**src/rtl/lab3_pkg.sv**
```systemverilog
// Shared types and constants for the lab-3 adder front end.
//   acc_state_t : accumulate controller FSM state encoding
//   SW_WIDTH    : number of operand switches on the board
package lab3_pkg;

  typedef enum logic [2:0] {
    IDLE,
    DEBOUNCE,
    CAPTURE,
    LOAD,
    RELEASE
  } acc_state_t;

  localparam int SW_WIDTH = 10;

endpackage

```
**src/rtl/sync2.sv**
```systemverilog
// Generic two-flop synchroniser for a single asynchronous input.
//   i_clk : destination clock
//   i_rst : asynchronous active-high reset, forces both flops to RESET_VAL
//   i_d   : asynchronous input
//   o_q   : synchronised output, two clocks behind i_d
module sync2 #(
  parameter logic RESET_VAL = 1'b1
) (
  input  logic i_clk,
  input  logic i_rst,
  input  logic i_d,
  output logic o_q
);

  logic r_meta;
  logic r_sync;

  always_ff @(posedge i_clk or posedge i_rst) begin
    if (i_rst) begin
      r_meta <= RESET_VAL;
      r_sync <= RESET_VAL;
    end else begin
      r_meta <= i_d;
      r_sync <= r_meta;
    end
  end

  assign o_q = r_sync;

endmodule

```
**src/rtl/accumulate_ctrl.sv**
```systemverilog
// Push-button accumulate controller sitting in front of the combinational adder.
// Synchronises and debounces the active-low Run_Accumulate button and turns each
// debounced press into exactly one A <= A + B operation.
//
// state    | meaning
// IDLE     | waiting for the button to be pressed
// DEBOUNCE | button seen pressed, waiting for it to stay pressed
// CAPTURE  | latch the switch operand into B
// LOAD     | write adder Sum into A, fold Cout into Overflow
// RELEASE  | waiting for a debounced release before re-arming
//
// Ports:
//   Clk            : system clock
//   Reset          : asynchronous active-high reset
//   Run_Accumulate : raw push-button, 0 = pressed, asynchronous to Clk
//   SW             : operand switches
//   Sum, Cout      : adder result for A + B
//   A              : accumulator register
//   B              : latched operand, zero-extended SW
//   Load           : high for the single cycle in which A is written
//   Busy           : high whenever the FSM is not in IDLE
//   Overflow       : sticky adder carry-out
module accumulate_ctrl
  import lab3_pkg::*;
#(
  parameter int WIDTH           = 17,
  parameter int DEBOUNCE_CYCLES = 4
) (
  input  logic                Clk,
  input  logic                Reset,
  input  logic                Run_Accumulate,
  input  logic [SW_WIDTH-1:0] SW,
  input  logic [WIDTH-1:0]    Sum,
  input  logic                Cout,
  output logic [WIDTH-1:0]    A,
  output logic [WIDTH-1:0]    B,
  output logic                Load,
  output logic                Busy,
  output logic                Overflow
);

  localparam int CNT_W = (DEBOUNCE_CYCLES > 1) ? $clog2(DEBOUNCE_CYCLES) : 1;
  localparam logic [CNT_W-1:0] CNT_TC = CNT_W'(DEBOUNCE_CYCLES - 1);

  acc_state_t       r_state;
  acc_state_t       w_state_next;
  logic [CNT_W-1:0] r_cnt;
  logic [CNT_W-1:0] w_cnt_next;
  logic [WIDTH-1:0] r_a;
  logic [WIDTH-1:0] r_b;
  logic             r_ovf;
  logic             w_sync;
  logic             w_btn_p;

  // Synchroniser resets to "released" so a held button after Reset is seen
  // as a fresh press edge from IDLE.
  sync2 #(.RESET_VAL(1'b1)) u_sync_btn (
    .i_clk (Clk),
    .i_rst (Reset),
    .i_d   (Run_Accumulate),
    .o_q   (w_sync)
  );

  assign w_btn_p = ~w_sync;

  always_ff @(posedge Clk or posedge Reset) begin
    if (Reset) begin
      r_state <= IDLE;
      r_cnt   <= '0;
    end else begin
      r_state <= w_state_next;
      r_cnt   <= w_cnt_next;
    end
  end

  // Counter is forced to zero on every transition so each state starts its
  // stability window fresh.
  always_comb begin
    w_state_next = r_state;
    w_cnt_next   = r_cnt;
    case (r_state)
      IDLE: begin
        w_cnt_next = '0;
        if (w_btn_p) w_state_next = DEBOUNCE;
      end
      DEBOUNCE: begin
        if (!w_btn_p) begin
          w_state_next = IDLE;
          w_cnt_next   = '0;
        end else if (r_cnt == CNT_TC) begin
          w_state_next = CAPTURE;
          w_cnt_next   = '0;
        end else begin
          w_cnt_next = r_cnt + 1'b1;
        end
      end
      CAPTURE: begin
        w_state_next = LOAD;
        w_cnt_next   = '0;
      end
      LOAD: begin
        w_state_next = RELEASE;
        w_cnt_next   = '0;
      end
      RELEASE: begin
        if (w_btn_p) begin
          w_cnt_next = '0;
        end else if (r_cnt == CNT_TC) begin
          w_state_next = IDLE;
          w_cnt_next   = '0;
        end else begin
          w_cnt_next = r_cnt + 1'b1;
        end
      end
      default: begin
        w_state_next = IDLE;
        w_cnt_next   = '0;
      end
    endcase
  end

  always_ff @(posedge Clk or posedge Reset) begin
    if (Reset) begin
      r_a   <= '0;
      r_b   <= '0;
      r_ovf <= 1'b0;
    end else begin
      if (r_state == CAPTURE) r_b <= WIDTH'(SW);
      if (r_state == LOAD) begin
        r_a   <= Sum;
        r_ovf <= r_ovf | Cout;
      end
    end
  end

  assign A        = r_a;
  assign B        = r_b;
  assign Overflow = r_ovf;
  assign Load     = (r_state == LOAD);
  assign Busy     = (r_state != IDLE);

endmodule

```
**config.mk**
```make
export PLATFORM = sky130hd
export DESIGN_NAME = accumulate_ctrl
export DESIGN_NICKNAME = d
export VERILOG_FILES = /design/src/rtl/lab3_pkg.sv /design/src/rtl/sync2.sv /design/src/rtl/accumulate_ctrl.sv
export SDC_FILE = /design/constraint.sdc
export NUM_CORES = 1
export LEC_CHECK = 0
export ABC_AREA = 1
export BUFFER_PORTS_ARGS = -buffer_cell sky130_fd_sc_hd__buf_2
export CAP_MARGIN = 15
export CORE_AREA = 2 2 60 62
export CTS_CLUSTER_DIAMETER = 30
export DETAILED_ROUTE_END_ITERATION = 7
export DIE_AREA = 0 0 62 64
export PLACE_DENSITY = 0.73
export SLEW_MARGIN = 25
export SYNTH_ARGS = -nofsm -noshare
export SYNTH_HDL_FRONTEND = slang
export SYNTH_SLANG_ARGS = --single-unit
```
**constraint.sdc**
```tcl
create_clock -name Clk -period 2.47 [get_ports Clk]
set_input_delay 0.494 -clock Clk [delete_from_list [all_inputs] [get_ports Clk]]
set_output_delay 0.494 -clock Clk [all_outputs]
set_load 0.1 [all_outputs]
```
==> implementation parameters <==
Parameter                              Value

Outcome
  Run status    complete, no violations

Global route
  Overall Global Routing Usage    0.1569
  Maximum number of pins on one net before global-route repair    36
  Overflow left after global routing    0
  Wire length of the first global-routing pass    4636 um
  Antenna violations before repair    0
  Number of global-route vias before repair    about 1100

STA
  Post-route setup TNS    0 ns
  Setup Skew    0.01971 ns
  Final count of hold timing violations    0
  Unrepaired setup endpoints after global routing    no
  Final setup violation count    0
  Final count of pins violating max slew    0
  Post-route clock period utilization    0.9158
  Min cycle time layout    2.262 ns
  FMAX    0.4421 GHz

Route
  Drt pass-1 iters    6
  Number of design-rule violations left by the first detailed-router iteration    52
  Average wire per standard cell    about 10 um
  Remaining design rule violation count    0
  Number of routed nets with antenna violations    0
  Via-per-instance ratio    4.258
  Total number of vias    about 1200
  Drt total wl    approximately 2800 um

Worst setup path
  Endpoint arrival time on the critical path    roughly 1.8 ns
  Type of destination of the critical path    output pin
  Largest incremental delay on the critical path    0.46 ns
  Maximum fanout along the worst path    19
  Critical-path cell list    nor2_4, nand2_4, inv_6, buf_2
  Critical Path Slowest Stage Cell    dfrtp_1
  Crit path kind    reg -> out
  Sort of element at the start of the critical path    flip-flop
  CP Data Required Time    slightly below 2 ns

Place
  Count of port buffers added during placement    60
  Number of cells after detailed placement    267
  Area after detailed placement    1765 um^2
  Post-detail-place hpwl    2011 um
  Placer Congestion    0.8227

Final layout
  Leading cell type in the layout, fill and taps excluded    nand2_1
  Area of all placed cells without fillers    1829 um^2
  Share of layout cells above drive strength 1    0.3319
  Ant. Diodes    0
  Leading cell types in the layout, fill and taps excluded    nand2_1 (89), buf_2 (60), dfrtp_1 (33)
  Signed area change from the synthesized netlist to the final layout    25.60%
  Final Net Count    260
  Number of standard cells in the layout, taps in and fillers out    275
  Fraction of the core area covered by cells at the end of the flow    0.5570

Clock network
  PostCTS Resize Cnt    0
  Maximum buffer depth of the clock tree    2
  Number of buffers inserted during clock tree synthesis    5
  CTS tree    done
  Clk slew on worst S/H paths    0.11 ns
  Root Buffer    clkbuf_4
  Num Clock Sinks    35
  Post-CTS setup buffer count    0
  Number of hold buffers added after CTS    0
  Insertion delay to the later sink of the worst-skew pair    0.34 ns
  H-tree levels    2

Yosys
  Number of distinct library cell variants in the gate-level netlist after synthesis    19
  Area share of the largest cell type after synthesis    0.5670
  Synth warnings    0
  Mapped Avg Cell Area    between 8 and 9 um^2
  Flip-flop and latch count after synthesis    35
  Synth area leader    dfrtp_1
  Register area share after synthesis    0.6031
  Dominant cells by area after synthesis    dfrtp_1 (57%), nand2_1 (23%), buf_4 (3.6%)
  Cell count after synthesis    165
  Cell area after synthesis    1456 um^2

Hold path
  Min-delay worst type    in -> async

Job
  Max-capacitance violation count    0

Floorplan
  Total die area    3968 um^2
  Starting utilization of the core area    0.4434
  Die Wd    just over 60 um
  Number of top-level pins    68
  Core area    approximately 3300 um^2
  Std-Cell Rows    21
  Height of the die    64 um
## Yosys cell counts
cell      instances
nand2_1          89
dfrtp_1          33
nand3_1           8
buf_4             7
inv_1             5
nor2_1            5
buf_2             3
dfstp_2           2
inv_2             2
nor3_1            2
a31o_2            1
and2_1            1
buf_6             1
conb_1            1
ha_1              1
inv_6             1
nand2_4           1
nor2_4            1
o211ai_1          1
## stage by stage
| stage | worst slack, ns | hold WS, ns |
|---|---|---|
| final | 0.2079 | 0.2170 |
| after global routing | 0.09463 | 0.2403 |
| after floorplan | 0.7837 | 0.3452 |
| after global placement | 0.6027 | 0.3496 |
| after detailed placement | 0.5726 | 0.3513 |
| after CTS | 0.1849 | 0.2320 |
## path summary, 6_finish.rpt
check	start	end	slack, ns	depth (start not counted)
setup / recovery	r_state[2]$_DFFE_PP0P_	Load	0.21	4
min in group Clk	Run_Accumulate	u_sync_btn.r_meta$_DFF_PP1_	0.26	1
hold / removal	Reset	r_state[1]$_DFFE_PP0P_	0.22	3
hold reg to reg	u_sync_btn.r_meta$_DFF_PP1_	u_sync_btn.o_q$_DFF_PP1_	0.36	0
setup reg to reg	r_state[2]$_DFFE_PP0P_	B[7]$_DFFE_PP0N_	1.06	5
max in group asynchronous	Reset	u_sync_btn.o_q$_DFF_PP1_	1.89	3
## flip-flops by register name, summed over array words and instances, names as in the netlist
| register | flops |
|---|---|
| u_sync_btn.o_q | 1 |
| A | 17 |
| r_cnt | 2 |
| r_state | 3 |
| Overflow | 1 |
| B | 10 |
| u_sync_btn.r_meta | 1 |
## cell type report
cell class	count	area, um^2
sequential	35	878.3
clock inverter	1	8.758
timing repair buffer	61	307.8
clock buffer	7	55.05
fill	330	1455
multi-input combinational	117	486.7
inverter	8	35.03
tap	46	57.56
## critical path: cells and delay by family, from the launching register on
| family | cells | cell delay (ns) |
|---|---|---|
| DFF | 1 | 0.46 |
| and+or+nand+nor | 2 | 0.34 |
| buffers and inverters | 2 | 0.62 |
## metal layers
metal / vias to the layer above / GRT usage / share of wire
li1: 619 / - / -
met1: 506 / 0.2072 / 0.45
met2: 42 / 0.2396 / 0.46
met3: 4 / 0.04049 / 0.069
met4: 0 / 0.06649 / 0.010
met5: - / 0 / 0
## cell families (layout without fill, tap and decap cells)
logic type | after synthesis | count (layout) | share of synthesized area
simple gates | 107 | 107 | 0.2964
compound gates | 2 | 2 | 0.01117
fa+ha+maj | 1 | 1 | 0.008590
other cells | 1 | 7 | 0.002575
flops | 35 | 35 | 0.6031
buf+inv | 19 | 77 | 0.07818
Power is left out: the tool's default activity adds up to more than one toggle a clock period on the data nets, which glitch-free logic cannot reach.
